## src/rtl/uart_baud_ctrl_if.sv

```systemverilog
// rtl/uart_baud_ctrl_if.sv - rate-change request channel for uart_baud_ctrl
// cfg_custom/cfg_custom_inc exist only when UART_BAUD_CUSTOM_EN is defined.
interface uart_baud_ctrl_if #(
    parameter int PHASE_WIDTH = 32
);
    logic                   cfg_valid;
    logic                   cfg_ready;
    logic [2:0]             cfg_baud_sel;
`ifdef UART_BAUD_CUSTOM_EN
    logic                   cfg_custom;
    logic [PHASE_WIDTH-1:0] cfg_custom_inc;
`endif

    modport master (
        output cfg_valid,
        output cfg_baud_sel,
`ifdef UART_BAUD_CUSTOM_EN
        output cfg_custom,
        output cfg_custom_inc,
`endif
        input  cfg_ready
    );

    modport slave (
        input  cfg_valid,
        input  cfg_baud_sel,
`ifdef UART_BAUD_CUSTOM_EN
        input  cfg_custom,
        input  cfg_custom_inc,
`endif
        output cfg_ready
    );
endinterface

```

## src/rtl/uart_baud_ctrl.sv

```systemverilog
// rtl/uart_baud_ctrl.sv - DDS baud select, idle-gated rate change with flush, 16x tick
// Optional raw-increment requests are enabled by defining UART_BAUD_CUSTOM_EN.
module uart_baud_ctrl #(
    parameter int          PHASE_WIDTH   = 32,
    parameter int unsigned CLK_FREQ      = 50_000_000,
    parameter int unsigned OVERSAMPLE    = 16,
    parameter logic [2:0]  DEFAULT_SEL   = 3'd4,
    parameter int unsigned FLUSH_CYCLES  = 4,
    parameter int unsigned QUIET_TIMEOUT = 65535
) (
    input  logic                   clk_i,
    input  logic                   rst_i,
    uart_baud_ctrl_if.slave        cfg,
    input  logic                   rx_busy_i,
    input  logic                   tx_busy_i,
    output logic [PHASE_WIDTH-1:0] phase_increment_o,
    output logic                   dds_rst_n_o,
    input  logic                   dds_clk_i,
    output logic                   baud_tick_o,
    output logic                   baud_locked_o,
    output logic                   cfg_err_o
);
    typedef logic [PHASE_WIDTH-1:0] inc_t;

    function automatic inc_t calc_inc(input longint unsigned baud);
        longint unsigned num;
        num = (baud * 64'(OVERSAMPLE)) << PHASE_WIDTH;
        return inc_t'((num + 64'(CLK_FREQ / 2)) / 64'(CLK_FREQ));
    endfunction

    localparam inc_t INC_TABLE [8] = '{
        calc_inc(64'd9600),   calc_inc(64'd19200),  calc_inc(64'd38400),  calc_inc(64'd57600),
        calc_inc(64'd115200), calc_inc(64'd230400), calc_inc(64'd460800), calc_inc(64'd921600)
    };
    localparam inc_t DEFAULT_INC = INC_TABLE[DEFAULT_SEL];

    localparam int FCW = $clog2(FLUSH_CYCLES + 1);
    localparam int WCW = $clog2(QUIET_TIMEOUT + 1);
    localparam logic [FCW-1:0] FLUSH_LAST = FCW'(FLUSH_CYCLES - 1);
    localparam logic [WCW-1:0] QUIET_LAST = WCW'(QUIET_TIMEOUT - 1);

    typedef enum logic [1:0] {
        ST_FLUSH      = 2'd0,
        ST_RUN        = 2'd1,
        ST_WAIT_QUIET = 2'd2
    } state_e;

    state_e         state_q, state_d;
    logic [FCW-1:0] flush_cnt_q, flush_cnt_d;
    logic [WCW-1:0] wait_cnt_q, wait_cnt_d;
    inc_t           inc_q, inc_d;
    inc_t           pend_q, pend_d;
    logic           err_q, err_d;
    logic           dds_clk_q, tick_q, tick_d, locked_q;
    logic           ready;
    inc_t           req_inc;
    logic           req_ok;

    // Tick rate must stay below clk/2, so the top bit of the increment must be clear.
    always_comb begin
        req_inc = INC_TABLE[cfg.cfg_baud_sel];
`ifdef UART_BAUD_CUSTOM_EN
        if (cfg.cfg_custom) begin
            req_inc = cfg.cfg_custom_inc;
        end
`endif
        req_ok = (req_inc != '0) && !req_inc[PHASE_WIDTH-1];
    end

    always_comb begin
        state_d     = state_q;
        flush_cnt_d = flush_cnt_q;
        wait_cnt_d  = wait_cnt_q;
        inc_d       = inc_q;
        pend_d      = pend_q;
        err_d       = 1'b0;
        ready       = 1'b0;
        case (state_q)
            ST_FLUSH: begin
                if (flush_cnt_q == FLUSH_LAST) begin
                    state_d = ST_RUN;
                end else begin
                    flush_cnt_d = flush_cnt_q + 1'b1;
                end
            end
            ST_RUN: begin
                ready = 1'b1;
                if (cfg.cfg_valid) begin
                    if (req_ok) begin
                        pend_d     = req_inc;
                        wait_cnt_d = '0;
                        state_d    = ST_WAIT_QUIET;
                    end else begin
                        err_d = 1'b1;
                    end
                end
            end
            ST_WAIT_QUIET: begin
                if (!rx_busy_i && !tx_busy_i) begin
                    inc_d       = pend_q;
                    flush_cnt_d = '0;
                    state_d     = ST_FLUSH;
                end else if (wait_cnt_q == QUIET_LAST) begin
                    err_d   = 1'b1;
                    state_d = ST_RUN;
                end else begin
                    wait_cnt_d = wait_cnt_q + 1'b1;
                end
            end
            default: state_d = ST_FLUSH;
        endcase
        tick_d = dds_clk_i & ~dds_clk_q & (state_q != ST_FLUSH);
    end

    always_ff @(posedge clk_i) begin
        if (rst_i) begin
            state_q     <= ST_FLUSH;
            flush_cnt_q <= '0;
            wait_cnt_q  <= '0;
            inc_q       <= DEFAULT_INC;
            pend_q      <= '0;
            err_q       <= 1'b0;
            dds_clk_q   <= 1'b0;
            tick_q      <= 1'b0;
            locked_q    <= 1'b0;
        end else begin
            state_q     <= state_d;
            flush_cnt_q <= flush_cnt_d;
            wait_cnt_q  <= wait_cnt_d;
            inc_q       <= inc_d;
            pend_q      <= pend_d;
            err_q       <= err_d;
            dds_clk_q   <= (state_q == ST_FLUSH) ? 1'b0 : dds_clk_i;
            tick_q      <= tick_d;
            locked_q    <= (state_q == ST_FLUSH) ? 1'b0 : (locked_q | tick_d);
        end
    end

    // Gating by dds_rst_n hides a tick or lock registered on the edge that entered FLUSH.
    assign cfg.cfg_ready         = ready;
    assign phase_increment_o     = inc_q;
    assign dds_rst_n_o           = (state_q != ST_FLUSH);
    assign baud_tick_o           = tick_q & dds_rst_n_o;
    assign baud_locked_o         = locked_q & dds_rst_n_o;
    assign cfg_err_o             = err_q;
endmodule

```

## src/flat_wrapper.sv

```systemverilog
// flat-port wrapper written by rule: the top's interface ports become plain ports
module uart_baud_ctrl_flat 
#(
    parameter int          PHASE_WIDTH   = 32,
    parameter int unsigned CLK_FREQ      = 50_000_000,
    parameter int unsigned OVERSAMPLE    = 16,
    parameter logic [2:0]  DEFAULT_SEL   = 3'd4,
    parameter int unsigned FLUSH_CYCLES  = 4,
    parameter int unsigned QUIET_TIMEOUT = 65535
)
  (clk_i, rst_i, rx_busy_i, tx_busy_i, phase_increment_o, dds_rst_n_o, dds_clk_i, baud_tick_o, baud_locked_o, cfg_err_o, cfg_cfg_valid, cfg_cfg_baud_sel, cfg_cfg_ready);
  uart_baud_ctrl_if #(.PHASE_WIDTH(PHASE_WIDTH)) cfg_i ();
  input  logic clk_i;
  input  logic rst_i;
  input  logic rx_busy_i;
  input  logic tx_busy_i;
  output logic [PHASE_WIDTH-1:0] phase_increment_o;
  output logic dds_rst_n_o;
  input  logic dds_clk_i;
  output logic baud_tick_o;
  output logic baud_locked_o;
  output logic cfg_err_o;
  input wire logic [$bits(cfg_i.cfg_valid)-1:0] cfg_cfg_valid;
  input wire logic [$bits(cfg_i.cfg_baud_sel)-1:0] cfg_cfg_baud_sel;
  output wire logic [$bits(cfg_i.cfg_ready)-1:0] cfg_cfg_ready;
  assign cfg_i.cfg_valid = cfg_cfg_valid;
  assign cfg_i.cfg_baud_sel = cfg_cfg_baud_sel;
  assign cfg_cfg_ready = cfg_i.cfg_ready;
  uart_baud_ctrl #(.PHASE_WIDTH(PHASE_WIDTH), .CLK_FREQ(CLK_FREQ), .OVERSAMPLE(OVERSAMPLE), .DEFAULT_SEL(DEFAULT_SEL), .FLUSH_CYCLES(FLUSH_CYCLES), .QUIET_TIMEOUT(QUIET_TIMEOUT)) u_core (.clk_i(clk_i), .rst_i(rst_i), .cfg(cfg_i), .rx_busy_i(rx_busy_i), .tx_busy_i(tx_busy_i), .phase_increment_o(phase_increment_o), .dds_rst_n_o(dds_rst_n_o), .dds_clk_i(dds_clk_i), .baud_tick_o(baud_tick_o), .baud_locked_o(baud_locked_o), .cfg_err_o(cfg_err_o));
endmodule
```

## config.mk

```make
export PLATFORM = sky130hd
export DESIGN_NAME = uart_baud_ctrl_flat
export DESIGN_NICKNAME = d
export VERILOG_FILES = /design/src/rtl/uart_baud_ctrl_if.sv /design/src/rtl/uart_baud_ctrl.sv /design/src/flat_wrapper.sv
export SDC_FILE = /design/constraint.sdc
export NUM_CORES = 1
export LEC_CHECK = 0
export CAP_MARGIN = 20
export CORE_AREA = 3 3 86 88
export CTS_BUF_LIST = sky130_fd_sc_hd__clkbuf_8
export CTS_CLUSTER_SIZE = 10
export DETAILED_ROUTE_END_ITERATION = 6
export DIE_AREA = 0 0 89 91
export DONT_BUFFER_PORTS = 1
export HOLD_SLACK_MARGIN = 0.15
export PLACE_DENSITY = 0.71
export SYNTH_ARGS = -nofsm -noshare
export SYNTH_HDL_FRONTEND = slang
export SYNTH_SLANG_ARGS = --single-unit
```

## constraint.sdc

```tcl
create_clock -name clk_i -period 1.9 [get_ports clk_i]
set_clock_uncertainty 0.1 [all_clocks]
set_input_delay 0.285 -clock clk_i [delete_from_list [all_inputs] [get_ports clk_i]]
set_output_delay 0.285 -clock clk_i [all_outputs]
set_load 0.05 [all_outputs]
```

==> Word-level counts from Yosys, hierarchy flattened <==
Memory sizes are Yosys's and may differ from the RTL's.
Index checks and enable logic that the tools add are counted.
Widths: inputs -> output; s select.
{ "word_totals": {"reg_bits": 89, "rom_bits": 256, "in_bits": 9, "output_inout_bits": 37, "word_cells": 70, "mem_count": 1} }
{ "memory_table": {"columns": ["memory", "words", "width", "rd", "rd_clocked_by_memory_dff", "wr", "line_no", "source"], "rows": [
  ["(name not given)", 8, 32, 1, 0, 0, "uart_baud_ctrl.sv:61", "req_inc = INC_TABLE[cfg.cfg_baud_sel];"]
]} }
{ "classes": {"add_sub_neg": 2, "order_cmp": 1, "eq_ne": 12, "mux": 22, "n_bitwise": 7, "n_reduce_logical": 16} }
{ "op_table": {"columns": ["operator", "n"], "rows": [
  ["$mux 16", 4],
  ["$mux 32", 2],
  ["$pmux 16 s2", 1],
  ["$reduce_bool 32->1", 1],
  ["$add 16x1->16 const B", 1],
  ["$eq 16x16->1 const B", 1],
  ["$mux 2", 5],
  ["$ne 2x2->1 const B", 4],
  ["$mux 3", 2],
  ["$ne 2x1->1 const B", 3],
  ["$pmux 2 s3", 1],
  ["$pmux 3 s2", 1],
  ["$reduce_and 3->1", 2],
  ["$reduce_bool 2->1", 3],
  ["$mux 1", 5],
  ["$reduce_and 5->1", 1],
  ["$and 1x1->1", 4],
  ["$ge 4x4->1 const B", 1],
  ["$not 3->4", 1],
  ["$reduce_and 4->1", 1],
  ["$add 3x1->3 const B", 1],
  ["$eq 3x2->1 const B", 1],
  ["$logic_not 1->1", 3],
  ["$ne 3x1->1 const B", 1],
  ["other kinds (9)", 10]
]} }

==> Logic depth before layout (Yosys ltp) <==
{ "depth": {"word_depth": 9, "mapped_depth": 9, "ltp_nobuf": 7} }

==> Least setup slack after synthesis <==
Ideal clock, no wire load.
{ "synth_timing": {"path_kind": "flip-flop to flip-flop", "from": "register u_core.state_q[1]", "to": "register u_core.wait_cnt_q[5]", "setup_time_ns": 0.060, "t_arrival_ns": 2.067, "required_ns": 1.740, "path_slack_ns": -0.327, "path_stages_with_launch": 8, "path_buffers": 1, "period_less_slack_ns": 2.227, "path_cell_list": "dfxtp_1 inv_1 ha_1 nor2b_4 o21ba_2 buf_6 or4_1 nand2_1"} }
{ "synth_via": {"elab_chain_cells": 3, "word_cells_on_any_way": 9, "cone_classes": "6 x eq/ne; 1 x mux; 2 x reduce/logical"} }
{ "synth_rtl": {"columns": ["element", "line_no", "source"], "rows": [
  ["from (decl)", "uart_baud_ctrl.sv:48", "state_e state_q, state_d;"],
  ["from (signal assigned)", "uart_baud_ctrl.sv:127", "state_q <= state_d;"],
  ["$eq 2x2->1 or $eq 2x1->1 (tied branches)", "uart_baud_ctrl.sv:78", "case (state_q)"],
  ["$ne 2x2->1 (no source line), or another cell as far along", null, null],
  ["$reduce_and 5->1 (no source line)", null, null],
  ["to (signal assigned)", "uart_baud_ctrl.sv:129", "wait_cnt_q <= wait_cnt_d;"],
  ["to (decl)", "uart_baud_ctrl.sv:50", "logic [WCW-1:0] wait_cnt_q, wait_cnt_d;"]
]} }
Parallel ways exist; a longest one is shown, timed or not.
A chain may end at the register's enable or synchronous reset.

==> Worst setup path after layout <==
{ "layout_timing": {"from": "register u_core.wait_cnt_q[0]", "to": "register u_core.wait_cnt_q[9]"} }
{ "layout_via": {"elab_chain_cells": 4, "word_cells_on_any_way": 7, "cone_classes": "1 x add/sub; 2 x eq/ne; 3 x mux; 1 x reduce/logical"} }
{ "layout_rtl": {"columns": ["element", "line_no", "source"], "rows": [
  ["$add 16x1->16", "uart_baud_ctrl.sv:107", "wait_cnt_d = wait_cnt_q + 1'b1;"],
  ["$mux 16", "uart_baud_ctrl.sv:103", "end else if (wait_cnt_q == QUIET_LAST) begin"],
  ["$mux 16", "uart_baud_ctrl.sv:99", "if (!rx_busy_i && !tx_busy_i) begin"],
  ["$pmux 16 s2", "uart_baud_ctrl.sv:78", null]
]} }
Parallel ways exist; a longest one is shown, timed or not. The select of a mux whose other input is x is not followed.

==> flow_summary.json <==
{
  "drt-pass1-iter-count": 5,
  "fmax_ghz": 0.550,
  "antenna-diode-count": 0,
  "hold_class": "in -> reg",
  "synthCells": 434,
  "die_w_um": 89,
  "core_um2": 6720,
  "clockPowerShare": 0.296,
  "fill_cells": 589,
  "tns_ps": 0,
  "start_util": 0.542,
  "post-route-drc-count": 0,
  "dp_cells": 514,
  "grt_max_degree": 50,
  "antenna_found_initial": 0,
  "tightest_slew_ps": 592,
  "vias": 2984,
  "drv_slew": 0,
  "layout-drive-gt1-share": 0.140,
  "crit_path_max_fanout": 9,
  "pin_count": 46,
  "grt_use_total": 0.203,
  "ys_warn_count": 0,
  "ctsRootBufferMaster": "clkbuf_8",
  "nNetsFinal": 479,
  "via_per_inst": 5.55,
  "synth_edf_count": 0,
  "status": "finished, final reports clean",
  "wl_per_cell_um": 14.5,
  "maxCapViolCount": 0,
  "hpwl_um": 5350,
  "drt_wl_total_um": 7800,
  "setup_viol": 0,
  "async_flop_share": 0,
  "combinationalPowerShare": 0.236,
  "final_cell_mix": "nand2_1, dfxtp_1, a21oi_1",
  "synth_area_per_cell_um2": 8.40,
  "ys_seq_elements": 85,
  "crit_arrival_ps": 2020,
  "p_per_area_nw_per_um2": 1030,
  "overflow": 0,
  "period_share": 0.957,
  "gp_congestion": 0.806,
  "switching_share": 0.312,
  "detail-route-antenna-nets": 0,
  "worst_hold_slack_ps": 190,
  "stdcell_count": 538,
  "final_common_cell": "nand2_1",
  "cts_htree_levels": 3,
  "synth-seq-area-share": 0.467,
  "syn_to_final_growth_pct": 15.4,
  "clk_pin_slew_ps": 90,
  "slew_headroom": 0.605,
  "critPathRequiredTime_ps": 2100,
  "critPathCaptureType": "flip-flop",
  "cts_buffers": 9,
  "rows": 30,
  "ys_types": 48,
  "pwr-share-seq": 0.468,
  "fp.dieArea_um2": 8100,
  "clock_latency_ps": 350,
  "internal_power_mw": 2.98,
  "path_class": "reg -> reg",
  "switchingPower_mw": 1.35,
  "cts_tree": "yes",
  "peakVddDrop_mv": 0.576,
  "placed_cell_area_um2": 3860,
  "drt_first_iter_violations": 156,
  "grt_pass1_vias": 2879,
  "port_buffers": 0,
  "cts_buffer_depth": 2,
  "hold_violations": 0,
  "clock_sinks": 85,
  "syn-num-nets": 459,
  "p_leak_nw": 1.73,
  "total_power_mw": 4.34,
  "synth_area_um2": 3640,
  "synth_flop_cell": "dfxtp_1",
  "worstSetupStartpointType": "flip-flop",
  "die_y_um": 91,
  "grt_pass1_wl_um": 13100,
  "fin_crit_ps": 1820,
  "design_area_um2": 4200
}
-- kinds of logic (layout without fill, tap and decap cells) --
group,count (synthesis),after routing,synth area share
flip-flops,85,85,0.467
other,1,1,0.00103
XOR/XNOR,4,4,0.00962
multiplexers,3,3,0.00824
AO/OA/AOI/OAI,88,88,0.141
adder cells (fa/ha/maj),16,16,0.0549
buffers and inverters,37,61,0.0464
AND/OR/NAND/NOR,200,200,0.272
-- cell type report --
class / count / area, um2 / share of cell area
Clock buffer: 10 / 138 / 0.0327
Clock inverter: 5 / 60.1 / 0.0143
Sequential cell: 85 / 1710 / 0.406
Inverter: 11 / 41.3 / 0.00982
Tap cell: 80 / 100 / 0.0238
Timing Repair Buffer: 35 / 337 / 0.0801
Multi-Input combinational cell: 312 / 1820 / 0.434
-- synthesized netlist by cell type, types with 2 or more instances --
cell	number	area [um2]
nor4_4	2	42.5
nor3_1	8	40.0
clkbuf_1	17	63.8
xor2_1	2	17.5
nand2_1	92	345
inv_1	10	37.5
nand4_1	2	12.5
nor3b_1	2	15.0
buf_1	3	11.3
nor2b_1	4	25.0
buf_4	4	30.0
buf_6	2	22.5
a211oi_1	8	60.1
xnor2_1	2	17.5
o21ai_1	8	40.0
mux2i_1	3	30.0
dfxtp_1	85	1700
nor2_1	34	128
o21ai_0	4	20.0
and2_1	2	12.5
a22oi_1	3	22.5
nand4_2	2	25.0
a21oi_1	49	245
o211ai_1	8	60.1
ha_1	16	200
or4_1	4	30.0
and3_1	3	18.8
o21a_1	2	15.0
or3_1	6	37.5
nand3_1	29	145
-- state kept, by name, summed over array words and instances, names as in the netlist --
| register | cells |
|---|---|
| u_core.state_q | 2 |
| u_core.phase_increment_o | 30 |
| u_core.dds_clk_q | 1 |
| u_core.wait_cnt_q | 16 |
| u_core.pend_q | 30 |
| u_core.tick_q | 1 |
| u_core.cfg_err_o | 1 |
| u_core.flush_cnt_q | 3 |
| u_core.locked_q | 1 |
-- power groups by stage --
stage / Sequential [mW] / Clock (mW) / Combinational, mW
after floorplan: 2.07 / 0 / 0.730
after global placement: 2.06 / 0 / 0.919
after detailed placement: 2.07 / 0 / 0.942
after CTS: 2.02 / 1.31 / 0.987
after global routing: 2.05 / 1.39 / 1.14
final: 2.03 / 1.28 / 1.02
-- routing by layer --
layer	routed length, um	global-route usage	vias to the layer above
met5	0	0	-
met4	131	0.0782	0
met3	313	0.0481	11
met2	3560	0.309	48
met1	3800	0.275	1402
li1	-	-	1523
-- critical path: stages, from the launching register on --
cell	delay [ps]
dfxtp_2	340
inv_1	40
ha_1	200
nand4_2	100
nor4_4	50
buf_4	150
o21ba_4	230
or4_1	470
nand2_1	80
-- what timing repair did --
action | CTS | global route
hold buffers | 7 | 1
setup buffers | 0 | 1
endpoints found under the hold margin | 56 | 1
pin swaps | 1 | 3
endpoints found under the setup margin | 3 | 16
resized for setup | 2 | 10
-- per-stage QoR --
step | worst slack, ps | utilization
2_1_floorplan | 32.8 | -
3_3_place_gp | 72.1 | 0.575
3_5_place_dp | 0.198 | 0.575
4_1_cts | 22.0 | 0.617
5_1_grt | -1.82 | 0.626
6_report | 81.6 | 0.626
-- final timing paths --
check,cells after the start,endpoint,slack [ps],startpoint
max reg2reg,8,u_core.wait_cnt_q[9]$_SDFFE_PP0P_,80,u_core.wait_cnt_q[0]$_SDFFE_PP0P_
min reg2reg,1,u_core.tick_q$_SDFF_PP0_,300,u_core.dds_clk_q$_SDFF_PP0_
max,8,u_core.wait_cnt_q[9]$_SDFFE_PP0P_,80,u_core.wait_cnt_q[0]$_SDFFE_PP0P_
min,3,u_core.pend_q[30]$_SDFFE_PP0P_,190,cfg_cfg_baud_sel[1]
No activity file was read; power rests on OpenSTA's default activity.
